$ cat src/rtl/guess_entry.sv
`default_nettype none
// ============================================================================
// Module      : guess_entry
// Description : Three-digit keypad guess editor with backspace/clear, and a
//               one-cycle commit strobe on Enter. Optional macro
//               GUESS_UNIQUE_CHECK_EN rejects commits with repeated digits.
// Revision    : 1.0 - initial release
// ============================================================================
module guess_entry #(
    parameter int HOLDOFF_CYC = 4,
    parameter int MAX_DIGIT   = 9
) (
    input  logic        clk,
    input  logic        reset,
    input  logic        key_valid,
    input  logic [3:0]  key_code,
    output logic [3:0]  oNum1,
    output logic [3:0]  oNum2,
    output logic [3:0]  oNum3,
    output logic        oNumRdy,
    output logic [1:0]  oCount,
    output logic [11:0] oEdit,
    output logic        oErr
);

    localparam int c_HOLD_W = (HOLDOFF_CYC > 0) ? $clog2(HOLDOFF_CYC + 1) : 1;
    localparam logic [c_HOLD_W-1:0] c_HOLD_LOAD = c_HOLD_W'(HOLDOFF_CYC);

    localparam logic [3:0] c_KEY_BS    = 4'hA;
    localparam logic [3:0] c_KEY_ENTER = 4'hB;
    localparam logic [3:0] c_KEY_CLEAR = 4'hC;

    localparam logic [1:0] S_ENTRY = 2'd0;
    localparam logic [1:0] S_FULL  = 2'd1;
    localparam logic [1:0] S_EMIT  = 2'd2;

    logic [1:0]          r_state;
    logic [c_HOLD_W-1:0] r_hold;
    logic [3:0]          r_d1, r_d2, r_d3;
    logic [1:0]          r_count;
    logic [3:0]          r_num1, r_num2, r_num3;
    logic                r_num_rdy;
    logic                r_err;

    logic w_accept;
    logic w_is_digit;
    logic w_dup;

    assign w_accept   = key_valid && (r_hold == '0) && (r_state != S_EMIT);
    assign w_is_digit = (key_code <= 4'd9) && (int'(key_code) <= MAX_DIGIT);

`ifdef GUESS_UNIQUE_CHECK_EN
    assign w_dup = (r_d1 == r_d2) || (r_d1 == r_d3) || (r_d2 == r_d3);
`else
    assign w_dup = 1'b0;
`endif

    always_ff @(posedge clk or posedge reset) begin
        if (reset) begin
            r_state   <= S_ENTRY;
            r_hold    <= '0;
            r_d1      <= 4'h0;
            r_d2      <= 4'h0;
            r_d3      <= 4'h0;
            r_count   <= 2'd0;
            r_num1    <= 4'h0;
            r_num2    <= 4'h0;
            r_num3    <= 4'h0;
            r_num_rdy <= 1'b0;
            r_err     <= 1'b0;
        end else begin
            r_num_rdy <= 1'b0;
            r_err     <= 1'b0;

            // Every accepted key, even an ignored code, restarts the chatter window.
            if (w_accept) begin
                r_hold <= c_HOLD_LOAD;
            end else if (r_hold != '0) begin
                r_hold <= r_hold - 1'b1;
            end

            case (r_state)
                S_ENTRY: begin
                    if (w_accept) begin
                        if (w_is_digit) begin
                            case (r_count)
                                2'd0:    r_d1 <= key_code;
                                2'd1:    r_d2 <= key_code;
                                default: r_d3 <= key_code;
                            endcase
                            r_count <= r_count + 2'd1;
                            if (r_count == 2'd2) begin
                                r_state <= S_FULL;
                            end
                        end else if (key_code == c_KEY_BS) begin
                            if (r_count != 2'd0) begin
                                case (r_count)
                                    2'd1:    r_d1 <= 4'h0;
                                    2'd2:    r_d2 <= 4'h0;
                                    default: r_d3 <= 4'h0;
                                endcase
                                r_count <= r_count - 2'd1;
                            end
                        end else if (key_code == c_KEY_CLEAR) begin
                            r_d1    <= 4'h0;
                            r_d2    <= 4'h0;
                            r_d3    <= 4'h0;
                            r_count <= 2'd0;
                        end else if (key_code == c_KEY_ENTER) begin
                            r_err <= 1'b1;
                        end
                    end
                end

                S_FULL: begin
                    if (w_accept) begin
                        if (key_code == c_KEY_BS) begin
                            r_d3    <= 4'h0;
                            r_count <= 2'd2;
                            r_state <= S_ENTRY;
                        end else if (key_code == c_KEY_CLEAR) begin
                            r_d1    <= 4'h0;
                            r_d2    <= 4'h0;
                            r_d3    <= 4'h0;
                            r_count <= 2'd0;
                            r_state <= S_ENTRY;
                        end else if (key_code == c_KEY_ENTER) begin
                            if (w_dup) begin
                                r_err <= 1'b1;
                            end else begin
                                r_num1    <= r_d1;
                                r_num2    <= r_d2;
                                r_num3    <= r_d3;
                                r_num_rdy <= 1'b1;
                                r_d1      <= 4'h0;
                                r_d2      <= 4'h0;
                                r_d3      <= 4'h0;
                                r_count   <= 2'd0;
                                r_state   <= S_EMIT;
                            end
                        end
                    end
                end

                S_EMIT: begin
                    r_state <= S_ENTRY;
                end

                default: begin
                    r_state <= S_ENTRY;
                end
            endcase
        end
    end

    assign oNum1   = r_num1;
    assign oNum2   = r_num2;
    assign oNum3   = r_num3;
    assign oNumRdy = r_num_rdy;
    assign oCount  = r_count;
    assign oEdit   = {r_d1, r_d2, r_d3};
    assign oErr    = r_err;

endmodule
`default_nettype wire

$ cat config.mk
export PLATFORM = sky130hd
export DESIGN_NAME = guess_entry
export DESIGN_NICKNAME = d
export VERILOG_FILES = /design/src/rtl/guess_entry.sv
export SDC_FILE = /design/constraint.sdc
export NUM_CORES = 1
export LEC_CHECK = 0
export ABC_CLOCK_PERIOD_IN_PS = 1950
export BUFFER_PORTS_ARGS = -buffer_cell sky130_fd_sc_hd__buf_2
export CAP_MARGIN = 15
export CORE_ASPECT_RATIO = 0.6
export CORE_MARGIN = 10
export CORE_UTILIZATION = 48
export DETAILED_ROUTE_END_ITERATION = 8
export HOLD_SLACK_MARGIN = 0.12
export PLACE_DENSITY = 0.82
export SLEW_MARGIN = 15
export SYNTH_ARGS = -nofsm -noshare
export SYNTH_HDL_FRONTEND = slang
export SYNTH_SLANG_ARGS = --single-unit
$ cat constraint.sdc
create_clock -name clk -period 1.95 [get_ports clk]
set_input_delay 0.0975 -clock clk [delete_from_list [all_inputs] [get_ports clk]]
set_output_delay 0.0975 -clock clk [all_outputs]
set_load 0.05 [all_outputs]
# --- After elaboration in Yosys (flattened, before gate mapping) ---
# Index checks and enable logic that the tools add are counted.
totals:
  inputBits: 7
  word_cells: 114
  output_inout_bits: 28
  regBits: 33
classes:
  n_mux: 56
  n_eq_ne: 22
  n_bitwise: 2
  n_reduce_logical: 18
  add_sub_neg: 3
  order_cmp: 2
op_table:
  columns: ["operator", "n"]
  rows:
  - ["4-bit two-way mux", 25]
  - ["2-bit two-way mux", 16]
  - ["4-bit case mux with 2 select lines", 3]
  - ["4-bit != test (second input constant)", 5]
  - ["9-bit AND reduction", 2]
  - ["4-bit == test (second input constant)", 3]
  - ["2-bit != test (second input constant)", 6]
  - ["5-bit AND reduction", 2]
  - ["4-bit less-or-equal comparator (second input constant)", 2]
  - ["1-bit two-way mux", 8]
  - ["2-bit case mux with 2 select lines", 2]
  - ["8-bit AND reduction", 1]
  - ["3-bit two-way mux", 2]
  - ["3-bit by 2-bit != test with 1-bit output (second input constant)", 2]
  - ["3-bit != test (second input constant)", 2]
  - ["6-bit AND reduction", 1]
  - ["2-bit nonzero test", 3]
  - ["2-bit by 1-bit == test with 1-bit output (second input constant)", 2]
  - ["2-bit logical NOT", 2]
  - ["4-bit by 3-bit != test with 1-bit output (second input constant)", 1]
  - ["2-bit OR reduction", 2]
  - ["1-bit logical AND", 3]
  - ["3-bit logical NOT", 1]
  - ["3-bit nonzero test", 1]
  - ["other kinds (5)", 6]

# --- Logic depth before layout (Yosys ltp) ---
# Gate-level depths: netlist of the first run.
depth:
  ltp_word: 8
  depth_mapped: 7
  ltp_nobuf: 7

# --- Least setup slack after synthesis of the first run ---
# Ideal clock, no wire load.
synth_path:
  kind: "register to register"
  start: "reg r_count[0], in the netlist oCount[0]"
  end: "reg r_d3[0]"
  period_less_slack_ps: 2162
  required_ps: 1825
  stages_incl_launch_ff: 8
  t_arrival_ps: 2037
  path_slack_ps: -212
  n_path_buf: 0
  setup_ps: 125
  path_cell_list: "dfrtp_1 > inv_1 > ha_1 > nand4bb_1 > nor2_1 > or3_4 > a31o_4 > mux2_4"
synth_via:
  elab_chain_cells: 4
  word_cells_on_any_way: 10
  classes_between: "eq/ne: 5; reduce/logical: 5"
synth_lines:
  columns: ["element", "line_no", "text"]
  rows:
  - ["start: declaration", "40", "logic [1:0] r_count;"]
  - ["start signal: assignment", "91", "r_count <= r_count + 2'd1;"]
  - ["start signal: assignment", "102", "r_count <= r_count - 2'd1;"]
  - ["2-bit == test (tied with other cells)", "97", "case (r_count)"]
  - ["2-bit OR reduction (no source line)", null, null]
  - ["4-bit != test (no source line) or 3-bit != test (tied branches)", null, null]
  - ["8-bit AND reduction (no source line) (*)", null, null]
  - ["end signal: assignment", "89", "default: r_d3 <= key_code;"]
  - ["end: declaration", "39", "logic [3:0] r_d1, r_d2, r_d3;"]
# Every way passes the cells marked *; elsewhere a longest branch is shown, timed or not.
# A chain may end at the register's enable or synchronous reset.

# --- Worst setup path after layout of the first run ---
layout_path:
  start: "reg r_hold[0]"
  end: "reg r_d3[0]"
layout_via:
  elab_chain_cells: 5
  word_cells_on_any_way: 6
  classes_between: "eq/ne: 2; reduce/logical: 4"
layout_lines:
  columns: ["element", "line_no", "text"]
  rows:
  - ["start: declaration", "38", "logic [c_HOLD_W-1:0] r_hold;"]
  - ["start signal: assignment", "77", "r_hold <= c_HOLD_LOAD;"]
  - ["start signal: assignment", "79", "r_hold <= r_hold - 1'b1;"]
  - ["3-bit logical NOT (*)", "49", "assign w_accept = key_valid && (r_hold == '0) && (r_state != S_EMIT);"]
  - ["1-bit logical AND (*) (2 in a row)", "49", null]
  - ["2-bit != test (no source line)", null, null]
  - ["8-bit AND reduction (no source line) (*)", null, null]
# Marked as above.

==> reports/qor.log, run 1 <==
INFO  run_status     result_of_the_run=finished, final reports clean
INFO  global_route   grt_max_degree=34
INFO  cts            clkSlewWorstSetupHoldPaths=0.06ns
INFO  routing        drt_wirelength=3.671mm
INFO  synth          synth_area=0.001682mm²
INFO  global_route   grt.overflow.total=0
INFO  floorplan      die-area=0.006348mm²
INFO  synth          synth.yosys.seq_area_share=49.11%
INFO  cts            htree_num_levels=2
INFO  global_route   grt_usage=12.30%
INFO  final_layout   post_route_cells_drive_above_1_share=42.31%
INFO  timing         hold_viol=0
INFO  timing         clock-skew-final=0.003586ns
INFO  synth          synth-warning-count=0
INFO  cts            cts-buffers-inserted=5
INFO  setup_path     required_worst_endpoint=2.12ns
INFO  timing         worst_hold_slack=0.2854ns
INFO  setup_path     critical_path_cell_by_cell=inv_2, ha_4, nand3b_4, a211o_1, or3_4, a31o_4, mux2_4
INFO  floorplan      rows=16
INFO  setup_path     worst_ep_arrival_time=2.11ns
INFO  worst_hold_path worstHoldPathCells=4
INFO  synth          area_share_of_the_leading_cell_type_in_the_synthesized_netlist=49.11%
INFO  floorplan      core_area=0.003303mm²
INFO  timing         setup-violations-final=0
INFO  final_layout   layout.cells.most_common=buf_2
INFO  timing         fmaxAchievable=515.4MHz
INFO  final_layout   nNetsFinal=193
INFO  setup_path     reg2reg_depth=7
INFO  timing         max_slew_margin=57.93%
INFO  setup_path     end_kind=register
INFO  routing        drt-vias-per-instance=5.335
INFO  worst_hold_path hold_start=key_valid
INFO  setup_path     capture_instance_of_the_worst_register_to_register_path=r_d3[0]
INFO  setup_path     crit_path_max_fanout=4
INFO  synth          yosys_register_bits=33
INFO  routing        routedWlPerCell=16.17µm
INFO  placement      detailedPlacementHpwl=2.860mm
INFO  synth          synth_flop_cell=dfrtp_1
INFO  synth          postSynthCellCount=140
INFO  placement      port_buffers=34
INFO  timing         fin_tns_setup=0ns
INFO  timing         fin_crit_sh=99.50%
INFO  final_layout   antenna-diode-count=0
INFO  setup_path     slowest_stage=dfrtp_1
INFO  floorplan      floorplan.initialDensity=50.91%
INFO  final_layout   post_layout_nonfiller_instances=227
INFO  placement      dp.cells=216
INFO  cts            cts_root_buf=clkbuf_8
INFO  cts            max-clock-path-buffers=2
INFO  routing        route.vias.total=1211
INFO  synth          synth.lib_cells_used.distinct=44
INFO  setup_path     critical-path-max-stage-delay=0.39ns
INFO  job            drv.max_cap_violation_count=0
INFO  synth          average_cell_area_after_synthesis=12.01µm²
INFO  setup_path     worst_r2r_startpoint=r_hold[0]
INFO  final_layout   most_frequent_cells_in_the_layout=34 x buf_2, 31 x dfrtp_1, 12 x mux2_1
INFO  final_layout   areaGrowthSynthToFinish=22.92%
INFO  global_route   grt_antenna_before_repair=0
INFO  floorplan      ios=35
INFO  global_route   first_global_vias=1300
INFO  worst_hold_path holdPathEnd=r_hold[1]
INFO  timing         worst-slew-pin-transition=0.6223ns
INFO  setup_path     startpoint_type=register
INFO  timing         rsz0062_at_grt=true
INFO  timing         fin_crit=1.940ns
INFO  synth          yosys-top-cells-area=dfrtp_1 49%, mux2_1 8.0%, mux2_2 5.4%
INFO  cts            cts_tree=built
INFO  cts            worstSkewPairLatency=0.28ns
INFO  synth          synthesis.nets=152
INFO  setup_path     r2r_setup_slk=0.01ns
INFO  setup_path     timing_worst_setup_path_type=reg2reg
INFO  power          power_per_cell_area=1259mW/mm²
INFO  worst_hold_path worstHoldPathType=in2reg
INFO  global_route   grt_first_pass_wirelength=6.072mm
INFO  power          power.static_leakage=1.060nW
INFO  routing        remaining_antenna_violation_count=0
INFO  setup_path     timing.critical_path.from=r_hold[0]
INFO  floorplan      fp.dieH=65.85µm
INFO  placement      gp_routability_congestion=0.9862
INFO  setup_path     cpLargestDelayFamily=compound AO/OA/AOI/OAI gates
INFO  floorplan      fp.dieW=96.41µm
INFO  routing        drt_pass1_iterations=4
INFO  synth          cell_type_with_the_highest_aggregate_area_in_the_netlist=dfrtp_1
INFO  synth          postSynth.asyncResetShare=100.0%
INFO  power          worst_ir_drop_vdd=0.9264mV
INFO  routing        remaining_drcs=0
INFO  routing        detailedRoute.firstIterationViolations=39
INFO  setup_path     cp_num_buf_inv=1
INFO  synth          number_of_synthesized_flops_with_an_enable_pin=0
INFO  timing         final-max-slew-violation-count=0
INFO  cts            clkSinkCount=33
power by group:
group	internal [W]	switching, W	leakage (nW)	total, W
Combinational	0.000351	0.000668	0.561	0.00102
Clock	0.000416	0.000239	0.0585	0.000655
Sequential	0.000820	0.000108	0.440	0.000928
Total	0.00159	0.00101	1.06	0.00260
per-stage QoR:
step / total power (W) / instance area [µm²] / utilization (%) / setup WS (ns)
CTS: 0.002599 / 2042 / 61.82 / 0.002163
global placement: 0.001868 / 1908 / 57.77 / 0.04254
global route: 0.002759 / 2067 / 62.58 / -0.05382
finish: 0.002602 / 2067 / 62.58 / 0.009713
floorplan: 0.001673 / 1709 / - / 0.005170
detailed placement: 0.001919 / 1908 / 57.77 / 0.004931
synthesized netlist by cell type (2+ instances only):
library cell,number
a21oi_1,4
mux2_2,8
o22ai_1,2
inv_1,8
nor2_1,9
buf_2,2
o21ai_1,2
buf_6,2
nand2_1,7
ha_1,5
nand3_1,2
o21ai_0,7
dfrtp_1,33
nor3_1,3
mux2_4,4
mux2_1,12
a211o_1,2
nor3b_1,2
area by class of cell:
class	count	area, µm²
multi-input cells	92	798.3
clock buffers	7	86.33
repair buffers	41	237.7
well taps	45	56.30
clock inverters	1	30.03
fillers	265	1236
inverters	8	30.03
flip-flops and latches	33	828.3
worst reg2reg max path: cells and delay by family, from the launching register on:
| kind | cells | cell delay (ns) |
|---|---|---|
| simple gates | 2 | 0.40 |
| fa+ha+maj | 1 | 0.15 |
| buf+inv | 1 | 0.08 |
| flops | 1 | 0.39 |
| mux | 1 | 0.30 |
| compound gates | 2 | 0.50 |
state kept, by name (all words and copies together), names as in the netlist:
name     count
oNum3        4
oErr         1
r_hold       3
oNumRdy      1
r_d2         4
oCount       2
r_state      2
oNum1        4
r_d3         4
oNum2        4
r_d1         4
worst max-delay path by stage:
stage / end / slack [ns] / depth (start not counted)
2_1_floorplan: r_d3[0] / 0.005 / 7
3_3_place_gp: r_d3[3] / 0.04 / 7
3_5_place_dp: r_d3[2] / 0.005 / 7
4_1_cts: r_d3[0] / 0.002 / 7
5_1_grt: r_d3[3] / -0.05 / 7
6_report: r_d3[0] / 0.01 / 7
timing repair:
action	in CTS	in global routing
resized for setup	0	4
hold buffers	1	0
endpoints found under the hold margin	33	0
pin swaps	1	2
buffers inserted	1	1
setup endpoints to repair	2	21
cell families after synthesis:
| logic type | share of synthesized area (%) |
|---|---|
| AOI/OAI and AO/OA | 10.86 |
| DFF | 49.11 |
| adders and majority gates | 3.720 |
| buffers and inverters | 5.952 |
| and+or+nand+nor | 13.39 |
| muxes | 16.96 |
metal layers:
layer | vias up | GRT usage, % | share of wire, %
met1 | 586 | 14.67 | 44
met2 | 42 | 19.15 | 46
met3 | 5 | 4.989 | 8.4
li1 | 578 | - | -
met4 | 0 | 5.415 | 1.3
met5 | - | 0 | 0
(Power assumes the default switching activity.)
==> inputs of run 2 (changes only) <==
==> constraint.sdc (replaced) <==
create_clock -name clk -period 1.95 [get_ports clk]
set_input_delay 0.0975 -clock clk [delete_from_list [all_inputs] [get_ports clk]]
set_output_delay 0.0975 -clock clk [all_outputs]
set_load 0.01 [all_outputs]
==> run 2 against run 1 <==
Against the previous run: clock power about the same; global-route usage decreased by 0.16 points; clock skew increased by 0.0013 ns; wire length increased by 2.1%; utilization increased by 0.34 points; first-iteration DRC count increased by 150%; worst hold slack improved by 0.0028 ns; maximum frequency increased by 0.67%; sequential power decreased by 2%; design area increased by 0.54%; largest power group is now registers; highest routed layer unchanged.
==> reports/qor.log, run 2 (synthesis results as in run 1) <==
INFO  routing        remaining_drcs=0 [unchanged]
INFO  floorplan      rows=16 [unchanged]
INFO  floorplan      floorplan.initialDensity=50.91% [unchanged]
INFO  timing         setup-violations-final=0 [unchanged]
INFO  final_layout   post_route_cells_drive_above_1_share=40.64% [was 42.31%]
INFO  setup_path     slowest_stage=dfrtp_1 [unchanged]
INFO  timing         fin_tns_setup=0ns [unchanged]
INFO  timing         max_slew_margin=60.37% [was 57.93%]
INFO  routing        remaining_antenna_violation_count=0 [unchanged]
INFO  global_route   grt_max_degree=34 [unchanged]
INFO  routing        routedWlPerCell=16.16µm [was 16.17 µm]
INFO  power          power_per_cell_area=1121mW/mm² [was 1259 mW/mm²]
INFO  cts            clkSinkCount=33 [unchanged]
INFO  setup_path     cp_num_buf_inv=1 [unchanged]
INFO  cts            worstSkewPairLatency=0.28ns [about the same]
INFO  floorplan      die-area=0.006348mm² [unchanged]
INFO  placement      detailedPlacementHpwl=2.768mm [was 2.860 mm]
INFO  setup_path     critical-path-max-stage-delay=0.39ns [about the same]
INFO  final_layout   layout.cells.most_common=buf_2 [unchanged]
INFO  floorplan      ios=35 [unchanged]
INFO  global_route   grt_antenna_before_repair=0 [unchanged]
INFO  placement      detailed_place.area=0.001893mm² [was 0.001908 mm²]
INFO  floorplan      fp.dieW=96.41µm [unchanged]
INFO  setup_path     end_kind=register [unchanged]
INFO  global_route   grt.overflow.total=0 [unchanged]
INFO  placement      pre_cts_ws=-0.01123ns [was 0.004931 ns]
INFO  placement      gp_routability_congestion=0.8823 [was 0.9862]
INFO  global_route   grt_usage=12.14% [was 12.30%]
INFO  routing        drt_pass1_iterations=4 [unchanged]
INFO  setup_path     required_worst_endpoint=2.11ns [was 2.12 ns]
INFO  global_route   first_global_vias=1224 [was 1300]
INFO  cts            cts-buffers-inserted=5 [unchanged]
INFO  setup_path     critical_path_cell_by_cell=inv_2, ha_4, nand3b_4, a211o_1, or3_4, a31o_4, mux2_4 [unchanged]
INFO  timing         hold_viol=0 [unchanged]
INFO  timing         fmaxAchievable=518.8MHz [was 515.4 MHz]
INFO  final_layout   final-seq-area=825.8µm² [was 828.3 µm²]
INFO  timing         setup_slack=0.02263ns [was 0.009713 ns]
INFO  timing         final-max-slew-violation-count=0 [unchanged]
INFO  global_route   grt_first_pass_wirelength=6.065mm [was 6.072 mm]
INFO  final_layout   most_frequent_cells_in_the_layout=34 x buf_2, 33 x dfrtp_1, 12 x mux2_1 [was 34 x buf_2, 31 x dfrtp_1, 12 x mux2_1]
INFO  power          worst_ir_drop_vdd=0.6925mV [was 0.9264 mV]
INFO  setup_path     worst_ep_arrival_time=2.09ns [was 2.11 ns]
INFO  floorplan      fp.dieH=65.85µm [unchanged]
INFO  routing        drt-met1-wl=1.622mm [was 1.632 mm]
INFO  setup_path     cpLargestDelayFamily=compound AO/OA/AOI/OAI gates [unchanged]
INFO  routing        dr_wl_met2=1.703mm [was 1.682 mm]
INFO  worst_hold_path worstHoldPathType=in2reg [unchanged]
INFO  routing        drt-vias-per-instance=5.427 [was 5.335]
INFO  routing        route.vias.total=1259 [was 1211]
INFO  timing         worst_hold_slack=0.2882ns [was 0.2854 ns]
INFO  final_layout   final_cell_area=0.002078mm² [was 0.002067 mm²]
INFO  routing        detailedRoute.firstIterationViolations=97 [was 39]
INFO  timing         fin_crit_sh=98.84% [was 99.50%]
INFO  cts            max-clock-path-buffers=2 [unchanged]
INFO  final_layout   antenna-diode-count=0 [unchanged]
INFO  final_layout   fillers=259 [was 265]
INFO  job            drv.max_cap_violation_count=0 [unchanged]
INFO  cts            cts_root_buf=clkbuf_8 [unchanged]
INFO  setup_path     timing_worst_setup_path_type=reg2reg [unchanged]
INFO  timing         clock-skew-final=0.004908ns [was 0.003586 ns]
INFO  setup_path     startpoint_type=register [unchanged]
INFO  routing        topRoutingLayerUsed=met4 [unchanged]
INFO  final_layout   areaGrowthSynthToFinish=23.59% [was 22.92%]
INFO  timing         rsz0062_at_grt=true [unchanged]
INFO  power          power.static_leakage=1.087nW [was 1.060 nW]
INFO  setup_path     crit_path_max_fanout=4 [unchanged]
INFO  floorplan      core_area=0.003303mm² [unchanged]
INFO  routing        drt_wirelength=3.749mm [was 3.671 mm]
INFO  routing        met3_length=414µm [was 308 µm]
INFO  placement      port_buffers=34 [unchanged]
INFO  cts            clkSlewWorstSetupHoldPaths=0.06ns [about the same]
INFO  run_status     result_of_the_run=finished, final reports clean [unchanged]
INFO  cts            cts_tree=built [unchanged]
INFO  final_layout   multiInputGateArea=774.5µm² [was 798.3 µm²]
INFO  final_layout   nNetsFinal=198 [was 193]
INFO  cts            htree_num_levels=2 [unchanged]
INFO  timing         worst-slew-pin-transition=0.5862ns [was 0.6223 ns]
INFO  timing         fin_crit=1.927ns [was 1.940 ns]
==> run 2: path summary, 6_finish.rpt <==
| check | cells after the start | end | slack, ns | from |
|---|---|---|---|---|
| hold / removal | 4 | r_hold[1] | 0.29 | key_valid |
| setup / recovery | 7 | r_d3[2] | 0.02 | r_hold[0] |
| setup reg to reg | 7 | r_d3[2] | 0.02 | r_hold[0] |
| max in group asynchronous | 4 | oCount[1] | 1.22 | reset |
| hold reg to reg | 1 | oNum1[0] | 0.49 | oNum1[0] |
| min in group asynchronous | 4 | oNum3[0] | 0.44 | reset |
==> run 2: worst register-to-register path, delay by kind of cell, from the launching register on <==
family / cells / cell delay [ns]
AOI/OAI and AO/OA: 2 / 0.47
and+or+nand+nor: 2 / 0.42
DFF: 1 / 0.39
muxes: 1 / 0.30
adders and majority gates: 1 / 0.15
buffers and inverters: 1 / 0.08
==> run 2: power by group <==
group | internal, W | leakage, nW | switching, W
sequential | 0.000816 | 0.443 | 0.0000963
clock | 0.000416 | 0.0585 | 0.000238
combinational | 0.000376 | 0.585 | 0.000387
==> run 2: per-stage QoR <==
stage | cells | utilization [%] | total power [W]
final | 232 | 62.92 | 0.002330
after global routing | 232 | 62.92 | 0.002480
after CTS | 228 | 61.82 | 0.002268
after detailed placement | 216 | 57.31 | 0.001564
after global placement | 216 | 57.31 | 0.001522
after floorplan | 140 | - | 0.001343
==> run 2: timing repair <==
action / in CTS / in global routing
setup buffers: 3 / 4
resized for setup: 0 / 2
pin swaps: 2 / 0
hold buffers: 1 / 0
setup endpoints to repair: 4 / 12
endpoints found under the hold margin: 33 / 0
==> run 2: routing by layer <==
metal	GRT usage [%]	up-vias
li1	-	599
met1	15.50	605
met2	18.39	53
met3	5.215	2
met4	3.249	0
met5	0	-
==> run 2: cell type report <==
| type | count | area share, % |
|---|---|---|
| well taps | 45 | 2.709 |
| repair buffers | 46 | 13.25 |
| clock inverters | 1 | 1.445 |
| clock buffers | 7 | 4.154 |
| flip-flops and latches | 33 | 39.74 |
| inverters | 8 | 1.445 |
| multi-input cells | 92 | 37.27 |
==> inputs of run 3 (changes only) <==
--- a/config.mk
+++ b/config.mk
@@ -5,15 +5,16 @@
 export SDC_FILE = /design/constraint.sdc
 export NUM_CORES = 1
 export LEC_CHECK = 0
+export ABC_AREA = 1
 export ABC_CLOCK_PERIOD_IN_PS = 1950
 export BUFFER_PORTS_ARGS = -buffer_cell sky130_fd_sc_hd__buf_2
 export CAP_MARGIN = 15
 export CORE_ASPECT_RATIO = 0.6
 export CORE_MARGIN = 10
-export CORE_UTILIZATION = 48
+export CORE_UTILIZATION = 49
 export DETAILED_ROUTE_END_ITERATION = 8
 export HOLD_SLACK_MARGIN = 0.12
-export PLACE_DENSITY = 0.82
+export PLACE_DENSITY = 0.83
 export SLEW_MARGIN = 15
 export SYNTH_ARGS = -nofsm -noshare
 export SYNTH_HDL_FRONTEND = slang
==> run 3 against run 2 <==
Against the previous run: design area rose by 1.3%; sequential power rose by 7.8%; clock skew fell by 0.0012 ns; largest power group is now combinational logic; worst hold slack got worse by 0.050 ns; die area rose by 3.2%; worst setup slack improved by 0.22 ns.
==> reports/qor.log, run 3 <==
INFO  run_status     result_of_the_run=finished, final reports clean [unchanged]
INFO  synth          synth_area=0.001790mm² [was 0.001682 mm²]
INFO  final_layout   areaGrowthSynthToFinish=17.54% [was 23.59%]
INFO  global_route   grt_first_pass_wirelength=7.058mm [was 6.065 mm]
INFO  timing         final-max-slew-violation-count=0 [unchanged]
INFO  global_route   grt_max_degree=34 [unchanged]
INFO  timing         setup-violations-final=0 [unchanged]
INFO  floorplan      core_area=0.003383mm² [was 0.003303 mm²]
INFO  setup_path     critical-path-max-stage-delay=0.39ns [about the same]
INFO  synth          yosys-top-cells-area=dfrtp_1 46%, nand2_1 17%, nand3_1 6.1% [was dfrtp_1 49%, mux2_1 8.0%, mux2_2 5.4%]
INFO  timing         fin_crit_sh=87.39% [was 98.84%]
INFO  synth          synth.yosys.seq_area_share=46.12% [was 49.11%]
INFO  cts            clkSlewWorstSetupHoldPaths=0.07ns [was 0.06 ns]
INFO  synth          number_of_synthesized_flops_with_an_enable_pin=0 [unchanged]
INFO  synth          post-synth-top-count-cell=nand2_1 [was dfrtp_1]
INFO  final_layout   most_frequent_cells_in_the_layout=82 x nand2_1, 34 x buf_2, 33 x dfrtp_1 [was 34 x buf_2, 33 x dfrtp_1, 12 x mux2_1]
INFO  setup_path     worst_ep_arrival_time=1.93ns [was 2.09 ns]
INFO  timing         fmaxAchievable=586.8MHz [was 518.8 MHz]
INFO  cts            cts_tree=built [unchanged]
INFO  global_route   grt_usage=13.23% [was 12.14%]
INFO  cts            cts-buffers-inserted=5 [unchanged]
INFO  power          power.total=0.002836W [was 0.002330 W]
INFO  setup_path     cp_num_buf_inv=3 [was 1]
INFO  timing         fin_tns_setup=0ns [unchanged]
INFO  power          worst_ir_drop_vdd=0.5754mV [was 0.6925 mV]
INFO  power          switching_power=0.001276W [was 0.0007213 W]
INFO  setup_path     cpLargestDelayFamily=simple AND/OR/NAND/NOR gates [was compound AO/OA/AOI/OAI gates]
INFO  synth          synthesis.nets=237 [was 152]
INFO  final_layout   post_route_cells_drive_above_1_share=28.84% [was 40.64%]
INFO  routing        drt_wirelength=4.197mm [was 3.749 mm]
INFO  setup_path     slowest_stage=dfrtp_1 [unchanged]
INFO  floorplan      fp.dieH=66.83µm [was 65.85 µm]
INFO  worst_hold_path worstHoldPathType=in2reg [unchanged]
INFO  routing        detailedRoute.firstIterationViolations=124 [was 97]
INFO  routing        route.vias.total=1570 [was 1259]
INFO  timing         rsz0062_at_grt=false [was true]
INFO  routing        remaining_drcs=0 [unchanged]
INFO  timing         max_slew_margin=69.54% [was 60.37%]
INFO  synth          postSynth.asyncResetShare=100.0% [unchanged]
INFO  power          power_frac_seq=34.7% [was 39.2%]
INFO  synth          most_common_library_cells_after_synthesis=82 x nand2_1, 33 x dfrtp_1, 22 x nand3_1 [was 33 x dfrtp_1, 12 x mux2_1, 9 x nor2_1]
INFO  final_layout   fillers=299 [was 259]
INFO  routing        drt-vias-per-instance=5.032 [was 5.427]
INFO  final_layout   nNetsFinal=278 [was 198]
INFO  final_layout   layout.cells.most_common=nand2_1 [was buf_2]
INFO  synth          synth_flop_cell=dfrtp_1 [unchanged]
INFO  cts            holdBufCountCts=1 [unchanged]
INFO  floorplan      ios=35 [unchanged]
INFO  power          power_frac_comb=47.4% [was 32.8%]
INFO  synth          synth.lib_cells_used.distinct=25 [was 44]
INFO  routing        routedWlPerCell=13.45µm [was 16.16 µm]
INFO  routing        remaining_antenna_violation_count=0 [unchanged]
INFO  placement      detailedPlacementHpwl=3.360mm [was 2.768 mm]
INFO  synth          yosys_register_bits=33 [unchanged]
INFO  global_route   first_global_vias=1462 [was 1224]
INFO  global_route   grt_antenna_before_repair=0 [unchanged]
INFO  power          power.static_leakage=1.218nW [was 1.087 nW]
INFO  timing         hold_viol=0 [unchanged]
INFO  power          power_per_cell_area=1348mW/mm² [was 1121 mW/mm²]
INFO  setup_path     required_worst_endpoint=2.18ns [was 2.11 ns]
INFO  floorplan      die-area=0.006552mm² [was 0.006348 mm²]
INFO  cts            worstSkewPairLatency=0.29ns [was 0.28 ns]
INFO  floorplan      floorplan.initialDensity=52.92% [was 50.91%]
INFO  cts            cts_root_buf=clkbuf_8 [unchanged]
INFO  job            drv.max_cap_violation_count=0 [unchanged]
INFO  placement      gp_routability_congestion=0.9616 [was 0.8823]
INFO  synth          cell_type_with_the_highest_aggregate_area_in_the_netlist=dfrtp_1 [unchanged]
INFO  timing         worst-slew-pin-transition=0.4534ns [was 0.5862 ns]
INFO  synth          average_cell_area_after_synthesis=7.958µm² [was 12.01 µm²]
INFO  power          power.share.clock=17.9% [was 28.1%]
INFO  synth          area_share_of_the_leading_cell_type_in_the_synthesized_netlist=46.12% [was 49.11%]
INFO  floorplan      fp.dieW=98.04µm [was 96.41 µm]
INFO  setup_path     crit_path_max_fanout=13 [was 4]
INFO  cts            clkSinkCount=33 [unchanged]
INFO  power          power_report.internal_total=0.001560W [was 0.001609 W]
INFO  setup_path     critical_path_cell_by_cell=inv_1, ha_1, inv_1, nor2_4, nand2_2, a21oi_2, nand3_2, inv_2, nand2_1, nand2_1 [was inv_2, ha_4, nand3b_4, a211o_1, or3_4, a31o_4, mux2_4]
INFO  setup_path     startpoint_type=register [unchanged]
INFO  final_layout   final-seq-area=825.8µm² [unchanged]
INFO  routing        drt_pass1_iterations=5 [was 4]
INFO  synth          synth-warning-count=0 [unchanged]
INFO  timing         fin_crit=1.704ns [was 1.927 ns]
INFO  cts            number_of_gates_resized_after_cts=0 [unchanged]
INFO  setup_path     timing_worst_setup_path_type=reg2reg [unchanged]
INFO  placement      port_buffers=34 [unchanged]
INFO  setup_path     end_kind=register [unchanged]
INFO  global_route   grt.overflow.total=0 [unchanged]
INFO  timing         clock-skew-final=0.003732ns [was 0.004908 ns]
INFO  power          sw_frac_of_total=44.99% [was 30.95%]
INFO  cts            htree_num_levels=2 [unchanged]
INFO  floorplan      rows=16 [unchanged]
INFO  cts            post_cts_buffers=0 [was 3]
INFO  final_layout   multiInputGateArea=863.3µm² [was 774.5 µm²]
INFO  final_layout   antenna-diode-count=0 [unchanged]
INFO  setup_path     r2r_setup_slk=0.25ns [was 0.02 ns]
INFO  cts            max-clock-path-buffers=2 [unchanged]
INFO  synth          postSynthCellCount=225 [was 140]
## run 3: cell types whose count changed in the layout (fill, tap and decap cells not counted), sizes merged, moves of 9 or more
cell   delta
buf       -9
inv      +12
mux2     -24
nand2    +84
nand3    +23
nor2     +17
## run 3: cell type report
type / count / share of cell area (%)
clock inverter: 3 / 0.8323
multi-input combinational: 169 / 41.02
timing repair buffer: 37 / 9.275
inverter: 20 / 3.686
tap: 45 / 2.675
clock buffer: 5 / 3.270
sequential: 33 / 39.24
## run 3: layer usage
layer	global-route usage [%]	share of wire [%]	vias up
met5	0	0	-
met4	3.249	0.60	0
met3	6.282	10	2
met2	17.38	38	69
met1	18.61	51	711
li1	-	-	788
## run 3: power by group through the flow
stage / Sequential [W] / Combinational [W] / Clock [W]
finish: 0.000983 / 0.00134 / 0.000508
global route: 0.00101 / 0.00151 / 0.000554
CTS: 0.000983 / 0.00135 / 0.000521
detailed placement: 0.000994 / 0.00134 / 0
global placement: 0.000991 / 0.00130 / 0
floorplan: 0.00103 / 0.000950 / 0
## run 3: kinds of logic (layout without fill, tap and decap cells)
kind of cell	after synthesis	count (layout)	share of synthesized area, %
simple gates	149	149	39.69
xor+xnor	1	1	0.4893
flops	33	33	46.12
compound gates	14	14	4.542
buf+inv	23	65	5.661
fa+ha+maj	5	5	3.494
## run 3: tightest hold or removal path: cells and delay by family
kind,cells,cell delay [ns]
AND/OR/NAND/NOR,4,0.27
buffers and inverters,1,0.13
## run 3: path summary, 6_finish.rpt
kind	from	to	cells past startpoint
hold reg to reg	oNum3[0]	oNum3[0]	2
hold / removal	key_code[0]	r_d3[0]	5
setup reg to reg	r_hold[0]	oNum1[2]	10
min in group asynchronous	reset	oNum3[1]	4
setup / recovery	r_hold[0]	oNum1[2]	10
max in group asynchronous	reset	r_state[0]	4
## run 3: per-stage QoR
| stage | instance area (µm²) | instances | hold slack, ns | setup slack [ns] | utilization (%) |
|---|---|---|---|---|---|
| floorplan | 1790 | 225 | 0.2264 | 0.4577 | - |
| global placement | 2008 | 303 | 0.2008 | 0.3188 | 59.36 |
| detailed placement | 2008 | 303 | 0.2119 | 0.2637 | 59.36 |
| CTS | 2105 | 312 | 0.2277 | 0.2318 | 62.20 |
| global route | 2105 | 312 | 0.2646 | 0.05751 | 62.20 |
| finish | 2105 | 312 | 0.2382 | 0.2459 | 62.20 |
